$ cat src/rtl/regbus_pkg.sv
// rtl/regbus_pkg.sv - shared state encoding, widths and request-field type for the register-bus arbiter
package regbus_pkg;

    localparam logic [1:0] S_IDLE  = 2'd0;
    localparam logic [1:0] S_WAIT  = 2'd1;
    localparam logic [1:0] S_DRAIN = 2'd2;

    localparam int REQ_W  = 1;
    localparam int ADDR_W = 32;
    localparam int DATA_W = 32;
    localparam int STRB_W = 4;

    // Everything a master presents alongside its req pulse.
    typedef struct packed {
        logic              wr;
        logic [ADDR_W-1:0] addr;
        logic [DATA_W-1:0] wdata;
        logic [STRB_W-1:0] wstrb;
    } req_fields_t;

endpackage

$ cat src/rtl/regbus_req_hold.sv
// rtl/regbus_req_hold.sv - per-master pending bit plus captured request fields
//   clk, rstn : clock, asynchronous active-low reset
//   req       : single-cycle request pulse from the master
//   fields    : wr/addr/wdata/wstrb valid with req
//   clr       : transaction for this master finished (ack or timeout)
//   pending   : a request is waiting or in flight
//   held      : fields captured at the accepted req
module regbus_req_hold
    import regbus_pkg::*;
(
    input  logic             clk,
    input  logic             rstn,
    input  logic [REQ_W-1:0] req,
    input  req_fields_t      fields,
    input  logic             clr,
    output logic             pending,
    output req_fields_t      held
);

    always_ff @(posedge clk or negedge rstn) begin
        if (!rstn) begin
            pending <= 1'b0;
            held    <= '0;
        end else begin
            if (clr) begin
                pending <= 1'b0;
            end
            // A req while already pending breaks the master protocol and is dropped,
            // so the captured fields of the in-flight request are never overwritten.
            if (req[0] && !pending) begin
                pending <= 1'b1;
                held    <= fields;
            end
        end
    end

endmodule

$ cat src/rtl/regbus_arb.sv
// rtl/regbus_arb.sv - two-master round-robin arbiter with timeout watchdog for the register bus
//   clk, rstn             : clock, asynchronous active-low reset
//   m0_* / m1_*           : master ports (req pulse + fields in, ack/err/rdata out)
//   out_req/wr/addr/...   : request to the interconnect, fields held for the whole transaction
//   out_ack/err/rdata     : completion from the interconnect
//   timeout_evt           : one-cycle pulse when a master is answered by the watchdog
module regbus_arb
    import regbus_pkg::*;
#(
    parameter int                TIMEOUT_CYCLES = 1024,
    parameter int                CNT_W          = $clog2(TIMEOUT_CYCLES + 1),
    parameter logic [DATA_W-1:0] ERR_RDATA      = 32'hDEADDEAD
) (
    input  logic              clk,
    input  logic              rstn,
    input  logic              m0_req,
    input  logic              m0_wr,
    input  logic [ADDR_W-1:0] m0_addr,
    input  logic [DATA_W-1:0] m0_wdata,
    input  logic [STRB_W-1:0] m0_wstrb,
    output logic              m0_ack,
    output logic              m0_err,
    output logic [DATA_W-1:0] m0_rdata,
    input  logic              m1_req,
    input  logic              m1_wr,
    input  logic [ADDR_W-1:0] m1_addr,
    input  logic [DATA_W-1:0] m1_wdata,
    input  logic [STRB_W-1:0] m1_wstrb,
    output logic              m1_ack,
    output logic              m1_err,
    output logic [DATA_W-1:0] m1_rdata,
    output logic              out_req,
    output logic              out_wr,
    output logic [ADDR_W-1:0] out_addr,
    output logic [DATA_W-1:0] out_wdata,
    output logic [STRB_W-1:0] out_wstrb,
    input  logic              out_ack,
    input  logic              out_err,
    input  logic [DATA_W-1:0] out_rdata,
    output logic              timeout_evt
);

    localparam logic [CNT_W-1:0] CNT_LAST = CNT_W'(TIMEOUT_CYCLES - 1);

    req_fields_t      m0_in, m1_in, h0, h1, sel_fields, out_f;
    logic [1:0]       pend, cand;
    logic             sel, grant, last_grant;
    logic [1:0]       state;
    logic [CNT_W-1:0] cnt;
    logic             timeout_hit, done;

    assign m0_in = '{wr: m0_wr, addr: m0_addr, wdata: m0_wdata, wstrb: m0_wstrb};
    assign m1_in = '{wr: m1_wr, addr: m1_addr, wdata: m1_wdata, wstrb: m1_wstrb};

    assign timeout_hit = (cnt == CNT_LAST);
    assign done        = (state == S_WAIT) && (out_ack || timeout_hit);

    regbus_req_hold u_hold0 (
        .clk     (clk),
        .rstn    (rstn),
        .req     (m0_req),
        .fields  (m0_in),
        .clr     (done && !grant),
        .pending (pend[0]),
        .held    (h0)
    );

    regbus_req_hold u_hold1 (
        .clk     (clk),
        .rstn    (rstn),
        .req     (m1_req),
        .fields  (m1_in),
        .clr     (done && grant),
        .pending (pend[1]),
        .held    (h1)
    );

    // Round-robin pick; a req arriving this very cycle is not in the holding
    // register yet, so its fields are forwarded straight from the master inputs.
    always_comb begin
        cand = pend | {m1_req, m0_req};
        sel  = ~last_grant;
        if (!cand[sel]) begin
            sel = last_grant;
        end
        if (sel) begin
            sel_fields = (m1_req && !pend[1]) ? m1_in : h1;
        end else begin
            sel_fields = (m0_req && !pend[0]) ? m0_in : h0;
        end
    end

    assign out_wr    = out_f.wr;
    assign out_addr  = out_f.addr;
    assign out_wdata = out_f.wdata;
    assign out_wstrb = out_f.wstrb;

    always_ff @(posedge clk or negedge rstn) begin
        if (!rstn) begin
            state       <= S_IDLE;
            grant       <= 1'b0;
            last_grant  <= 1'b1;
            cnt         <= '0;
            out_req     <= 1'b0;
            out_f       <= '0;
            m0_ack      <= 1'b0;
            m0_err      <= 1'b0;
            m0_rdata    <= '0;
            m1_ack      <= 1'b0;
            m1_err      <= 1'b0;
            m1_rdata    <= '0;
            timeout_evt <= 1'b0;
        end else begin
            out_req     <= 1'b0;
            m0_ack      <= 1'b0;
            m0_err      <= 1'b0;
            m1_ack      <= 1'b0;
            m1_err      <= 1'b0;
            timeout_evt <= 1'b0;
            case (state)
                S_IDLE: begin
                    if (|cand) begin
                        out_f   <= sel_fields;
                        out_req <= 1'b1;
                        grant   <= sel;
                        cnt     <= '0;
                        state   <= S_WAIT;
                    end
                end
                S_WAIT: begin
                    // out_ack takes priority over a watchdog expiry in the same cycle.
                    if (done) begin
                        if (grant) begin
                            m1_ack   <= 1'b1;
                            m1_err   <= out_ack ? out_err : 1'b1;
                            m1_rdata <= out_ack ? out_rdata : ERR_RDATA;
                        end else begin
                            m0_ack   <= 1'b1;
                            m0_err   <= out_ack ? out_err : 1'b1;
                            m0_rdata <= out_ack ? out_rdata : ERR_RDATA;
                        end
                        timeout_evt <= !out_ack;
                        last_grant  <= grant;
                        state       <= out_ack ? S_IDLE : S_DRAIN;
                    end else begin
                        cnt <= cnt + 1'b1;
                    end
                end
                S_DRAIN: begin
                    // The interconnect still owns the abandoned transaction; swallow
                    // its eventual completion before issuing anything new.
                    if (out_ack) begin
                        state <= S_IDLE;
                    end
                end
                default: state <= S_IDLE;
            endcase
        end
    end

endmodule

$ cat config.mk
export PLATFORM = sky130hd
export DESIGN_NAME = regbus_arb
export DESIGN_NICKNAME = d
export VERILOG_FILES = /design/src/rtl/regbus_pkg.sv /design/src/rtl/regbus_req_hold.sv /design/src/rtl/regbus_arb.sv
export SDC_FILE = /design/constraint.sdc
export NUM_CORES = 1
export LEC_CHECK = 0
export BUFFER_PORTS_ARGS = -buffer_cell sky130_fd_sc_hd__buf_2
export CAP_MARGIN = 20
export CORE_MARGIN = 8
export CORE_UTILIZATION = 56
export DETAILED_ROUTE_END_ITERATION = 7
export PLACE_DENSITY = 0.84
export RECOVER_POWER = 100
export SLEW_MARGIN = 25
export SYNTH_ARGS = -nofsm -noshare
export SYNTH_HDL_FRONTEND = slang
export SYNTH_SLANG_ARGS = --single-unit
$ cat constraint.sdc
create_clock -name clk -period 2.6 [get_ports clk]
set_input_delay 0.39 -clock clk [delete_from_list [all_inputs] [get_ports clk]]
set_output_delay 0.39 -clock clk [all_outputs]
set_load 0.005 [all_outputs]
==> results of run 1 <==
[logic make-up (layout without fill, tap and decap cells)]
kind of cell | count (synthesis) | after routing | synth area share
simple gates | 113 | 113 | 0.0464
buf+inv | 61 | 396 | 0.0299
other cells | 0 | 2 | 0
fa+ha+maj | 1 | 1 | 0.00108
mux | 208 | 208 | 0.194
compound gates | 160 | 160 | 0.0963
flops | 294 | 294 | 0.633
[per-layer routing]
metal | routed length, um | vias up | GRT usage
met2 | 14700 | 302 | 0.388
li1 | - | 3622 | -
met5 | 25 | - | 0
met4 | 835 | 4 | 0.0684
met1 | 11700 | 4015 | 0.273
met3 | 2430 | 65 | 0.0720
[flip-flops by register name (all words and copies together) (netlist names), 2 cells and up]
signal / count
cnt: 11
u_hold0.held: 69
out_addr: 32
state: 2
m0_rdata: 32
out_wdata: 32
u_hold1.held: 69
out_wstrb: 4
m1_rdata: 32
[cell usage in the layout, fill, tap and decap left out, drive strengths merged, types with 5 or more instances in the layout]
master  instances
o22a           44
nand3           8
mux2          139
buf           224
o31ai           6
clkbuf        154
a22o           20
clkinv          7
mux2i          69
nand2          79
o21ai          73
inv             5
dfrtp         293
[report_power, final]
| part | switching, W | internal [W] |
|---|---|---|
| Clock | 0.00168 | 0.00252 |
| Combinational | 0.00341 | 0.00302 |
| Sequential | 0.000991 | 0.00678 |
| Total | 0.00609 | 0.0123 |
[critical path, stage by stage (launching register included)]
cell and delay [ps]:
dfrtp_1 440, o31ai_4 620, clkbuf_2 690, mux2i_1 250, o21ai_0 110
[stage by stage]
step,instances,hold slack [ps],area (um2),utilization
global placement,1389,374,13600,0.668
detailed placement,1389,377,13600,0.668
CTS,1442,70.3,14500,0.716
floorplan,837,94.4,11600,-
finish,1444,92.6,14300,0.707
global route,1444,93.7,14300,0.707
[timing repair]
| item | in CTS | in global routing |
|---|---|---|
| endpoints found under the hold margin | 57 | 0 |
| gates resized for setup | 0 | 0 |
| setup endpoints to repair | 0 | 0 |
| hold buffers | 1 | 0 |
[path summary, 6_finish.rpt]
check	startpoint	end	slack, ps
worst max register to register	u_hold1.pending	out_addr[16]	360
worst min register to register	u_hold0.held[61]	u_hold0.held[61]	480
worst min-delay path	out_rdata[16]	m0_rdata[16]	90
min in group asynchronous	rstn	u_hold1.held[18]	830
max in group asynchronous	rstn	last_grant	580
worst max-delay path	u_hold1.pending	out_addr[16]	360
[layout make-up]
cell class / count / area [um2] / area share
multi-input cells: 482 / 3950 / 0.275
inverters: 7 / 31.3 / 0.00218
clock inverters: 10 / 131 / 0.00916
repair buffers: 337 / 1700 / 0.119
well taps: 270 / 338 / 0.0235
clock buffers: 42 / 835 / 0.0582
diodes: 2 / 5.00 / 0.000349
flip-flops and latches: 294 / 7360 / 0.513
==> results.json, run 1 <==
{
  "yosysMostFrequentCell": "dfrtp_1",
  "worstPathRequired_ps": 2990,
  "status": "finished, violations left",
  "wl_um": 29700,
  "ir_worst_vdd_v": 0.000703,
  "overflow": 0,
  "maxCapViolations": 1,
  "wire_per_inst_um": 20.6,
  "netlist-cell-type-count": 52,
  "root_buffer": "clkbuf_16",
  "path_max_fanout": 20,
  "routabilityCongestion": 0.822,
  "grtUsageTotal": 0.228,
  "relSlewSlack": -0.106,
  "ant_nets": 0,
  "rsz0062_at_grt": "no",
  "setup_violations": 0,
  "drive_gt1_frac": 0.296,
  "end_kind": "flip-flop",
  "drc": 0,
  "tightestPinTransition_ps": 1660,
  "synth_edf_count": 0,
  "rows": 52,
  "arrival_ps": 2630,
  "violations": "capacitance limit, slew limit",
  "crit_type": "reg2reg",
  "hold_path.class": "in2reg",
  "die-area_um2": 25600,
  "drt-pass1-iter-count": 4,
  "synth_warnings": 0,
  "die-width_um": 160,
  "hold_depth": 2,
  "synthesis.nets": 1014,
  "power_density_nw_per_um2": 1280,
  "synth.largest_area_cell": "dfrtp_1",
  "viasPerCell": 5.55,
  "setup_ws_ps": 360,
  "timing.fmax_mhz": 446,
  "clk_pin_slew_ps": 60,
  "synth_top_area_share": 0.630,
  "core_um2": 20300,
  "clock_path_buffers": 3,
  "cp-start-kind": "flip-flop",
  "avgSynthCellArea_um2": 13.9,
  "cts_made_buffers": 29,
  "clk_latency_ps": 520,
  "p_total_w": 0.0184,
  "grt_max_degree": 70,
  "synth_top_flop_cell": "dfrtp_1",
  "syn_area_um2": 11600,
  "grt_pass1_wl_um": 47900,
  "ys_seq_area_frac": 0.633,
  "ys_top_cells_by_count": "dfrtp_1 (293), mux2_2 (139), nand2_1 (78), o21ai_0 (72), mux2i_1 (69)",
  "finalNetCount": 1328,
  "drt-initial-drc-count": 433,
  "final.period_utilization": 0.861,
  "postSynth.asyncResetShare": 1.00,
  "antenna_found_initial": 3,
  "ioPinCount": 315,
  "area_delta_synth_final_pct": 23.3,
  "chipHeight_um": 160,
  "yosys-top-cells-area": "dfrtp_1 (63%), mux2_2 (13%), mux2i_1 (5.9%), o22a_1 (3.3%), o21ai_0 (3.1%)",
  "cts_tree": "built",
  "tns_ps": 0,
  "vias": 8008,
  "synthCells": 837,
  "ys_seq_elements": 294,
  "port_buffers": 314,
  "hold_violations": 0,
  "r2r_cells": 4,
  "place_ws_ps": 562,
  "finClkSkew_ps": 7.41,
  "post-cts-setup-buffer-count": 0,
  "grt_pass1_vias": 8906,
  "initial_core_util": 0.573,
  "fin_crit_ps": 2240,
  "clkSinkCount": 294,
  "hpwlAfterDp_um": 20900,
  "num-fill-cells": 1445,
  "p_leak_nw": 6.55,
  "cts.htree.levels": 1,
  "slew_violations": 61
}
Power figures use the tool's default switching activity.
==> run 2: changes to the inputs <==
==> constraint.sdc (replaced) <==
create_clock -name clk -period 2.6 [get_ports clk]
set_input_delay 0.26 -clock clk [delete_from_list [all_inputs] [get_ports clk]]
set_output_delay 0.26 -clock clk [all_outputs]
set_load 0.005 [all_outputs]
==> run 2 against run 1 <==
Compared with the run above:
- the run still ends with capacitance limit, slew limit left
- worst hold slack got worse by 80 ps
- register-to-register slack got worse by 130 ps
- power rose by 5.3%
- non-clock buffer count rose by 166
- cell area rose by 12%
- fmax fell by 5.4%
- die area did not move
- sequential power rose by 2%
- global-route usage rose by 5.2 points
- wire length rose by 24%
- flip-flop and latch count did not move
- via count rose by 14%
- critical endpoint is now m0_rdata[31]
- largest cell class unchanged
==> results.json, run 2 (synthesized netlist as in run 1, its figures left out) <==
{
  "overflow": 0,
  "reg_top3": "u_hold0.held (69), u_hold1.held (69)",
  "hpwlAfterDp_um": 20800,
  "clk_latency_ps": 540,
  "layout_common_cells": "dfrtp_1 (293), buf_2 (193), dlygate4sd3_1 (171), clkbuf_1 (127), mux2_1 (101)",
  "cts_made_buffers": 30,
  "slew_violations": 77,
  "cp-startpoint": "cnt[0]",
  "setup_ws_ps": 233,
  "r2r_cells": 6,
  "crit_type": "reg2reg",
  "p_leak_nw": 7.29,
  "placed_cells": 1385,
  "die-area_um2": 25600,
  "highest_layer": "met4",
  "relSlewSlack": -0.295,
  "rsz0062_at_grt": "no",
  "routabilityCongestion": 0.780,
  "drive_gt1_frac": 0.235,
  "cts.htree.levels": 1,
  "cts_tree": "built",
  "end_kind": "flip-flop",
  "fin_cells": 1618,
  "cp-start-kind": "flip-flop",
  "chipHeight_um": 160,
  "m1WireLength_um": 13700,
  "path_delay_family": "compound AO/OA/AOI/OAI gates",
  "crit_path_top_delay_cell": "clkinv_2",
  "ant_nets": 0,
  "antenna_found_initial": 6,
  "mostFrequentLayoutCell": "dfrtp_1",
  "finClkSkew_ps": 9.84,
  "port_buffers": 314,
  "grtUsageTotal": 0.280,
  "ff2ff_setup_slack_ps": 230,
  "setup_violations": 0,
  "area_delta_synth_final_pct": 38.6,
  "finalNetCount": 1495,
  "drc": 0,
  "timing.fmax_mhz": 422,
  "tightestPinTransition_ps": 1940,
  "crit_path_max_incr_delay_ps": 420,
  "hold_path.class": "in2reg",
  "grt_pass1_wl_um": 57900,
  "ioPinCount": 315,
  "cts_resized": 0,
  "rows": 52,
  "path_max_fanout": 23,
  "hold_violations": 0,
  "postCtsHoldBufs": 171,
  "wl_met2_um": 18700,
  "core_um2": 20300,
  "drt-initial-drc-count": 558,
  "fin_crit_ps": 2370,
  "grt_pass1_vias": 10253,
  "maxCapViolations": 1,
  "status": "finished, violations left",
  "met3_length_um": 2730,
  "cp_num_cells": 6,
  "reg2reg_to": "m0_rdata[31]",
  "final.period_utilization": 0.910,
  "wire_per_inst_um": 22.7,
  "power_density_nw_per_um2": 1200,
  "wl_um": 36700,
  "ir_worst_vdd_v": 0.000663,
  "place_ws_ps": 464,
  "crit_chain": "ha_1 -> nand4_4 -> o31ai_4 -> nand2_1 -> clkinv_2 -> o22a_1",
  "clock_path_buffers": 3,
  "cp-endpoint": "m0_rdata[31]",
  "clk_pin_slew_ps": 60,
  "vias": 9147,
  "clkSinkCount": 294,
  "post-cts-setup-buffer-count": 0,
  "grt_max_degree": 80,
  "cp.buffers_inverters": 1,
  "violations": "capacitance limit, slew limit",
  "arrival_ps": 2830,
  "root_buffer": "clkbuf_16",
  "viasPerCell": 5.65,
  "tns_ps": 0,
  "worstPathRequired_ps": 3070,
  "drt-pass1-iter-count": 6,
  "r2r-start": "cnt[0]",
  "initial_core_util": 0.573,
  "die-width_um": 160
}
[run 2: cell count changes in the layout (fill, tap and decap cells not counted), sizes merged]
cell / change
dlygate4sd3: +170
clkbuf: +22
buf: -19
diode: +4
clkinv: -2
clkinvlp: -1
[run 2: how the worst min path moves through the flow]
stage	from	to	slack (ps)	cells past startpoint
5_1_grt	m1_wdata[0]	u_hold1.held[4]	10	2
3_3_place_gp	rstn	u_hold0.held[15]	300	1
6_report	m1_wdata[0]	u_hold1.held[4]	10	2
4_1_cts	m1_wdata[0]	u_hold1.held[4]	0.8	2
3_5_place_dp	rstn	u_hold1.held[18]	300	1
2_1_floorplan	rstn	cnt[0]	-40	0
[run 2: per-stage QoR]
| stage | power, W | hold slack [ps] | area [um2] | utilization |
|---|---|---|---|---|
| 6_report | 0.0194 | 12.5 | 16100 | 0.795 |
| 2_1_floorplan | 0.0120 | -35.6 | 11600 | - |
| 5_1_grt | 0.0204 | 12.0 | 16100 | 0.795 |
| 3_5_place_dp | 0.0146 | 300 | 13500 | 0.667 |
| 4_1_cts | 0.0195 | 0.847 | 16400 | 0.805 |
| 3_3_place_gp | 0.0142 | 301 | 13500 | 0.667 |
[run 2: report_power, final]
part | switching (W) | leakage, nW | internal [W]
Combinational | 0.00376 | 3.21 | 0.00304
Sequential | 0.00112 | 3.52 | 0.00679
Clock | 0.00177 | 0.551 | 0.00289
Total | 0.00666 | 7.29 | 0.0127
[run 2: layout make-up]
class / instances / area [um2]
tap: 270 / 338
clock inverter: 7 / 110
timing repair buffer: 503 / 3330
antenna: 6 / 15.0
clock buffer: 49 / 993
sequential: 294 / 7360
inverter: 7 / 31.3
multi-input combinational: 482 / 3950
fill: 1173 / 4170
[run 2: layer usage]
layer	vias up	track usage
li1	3964	-
met1	4599	0.322
met2	465	0.490
met3	119	0.0689
met4	0	0.118
met5	-	0
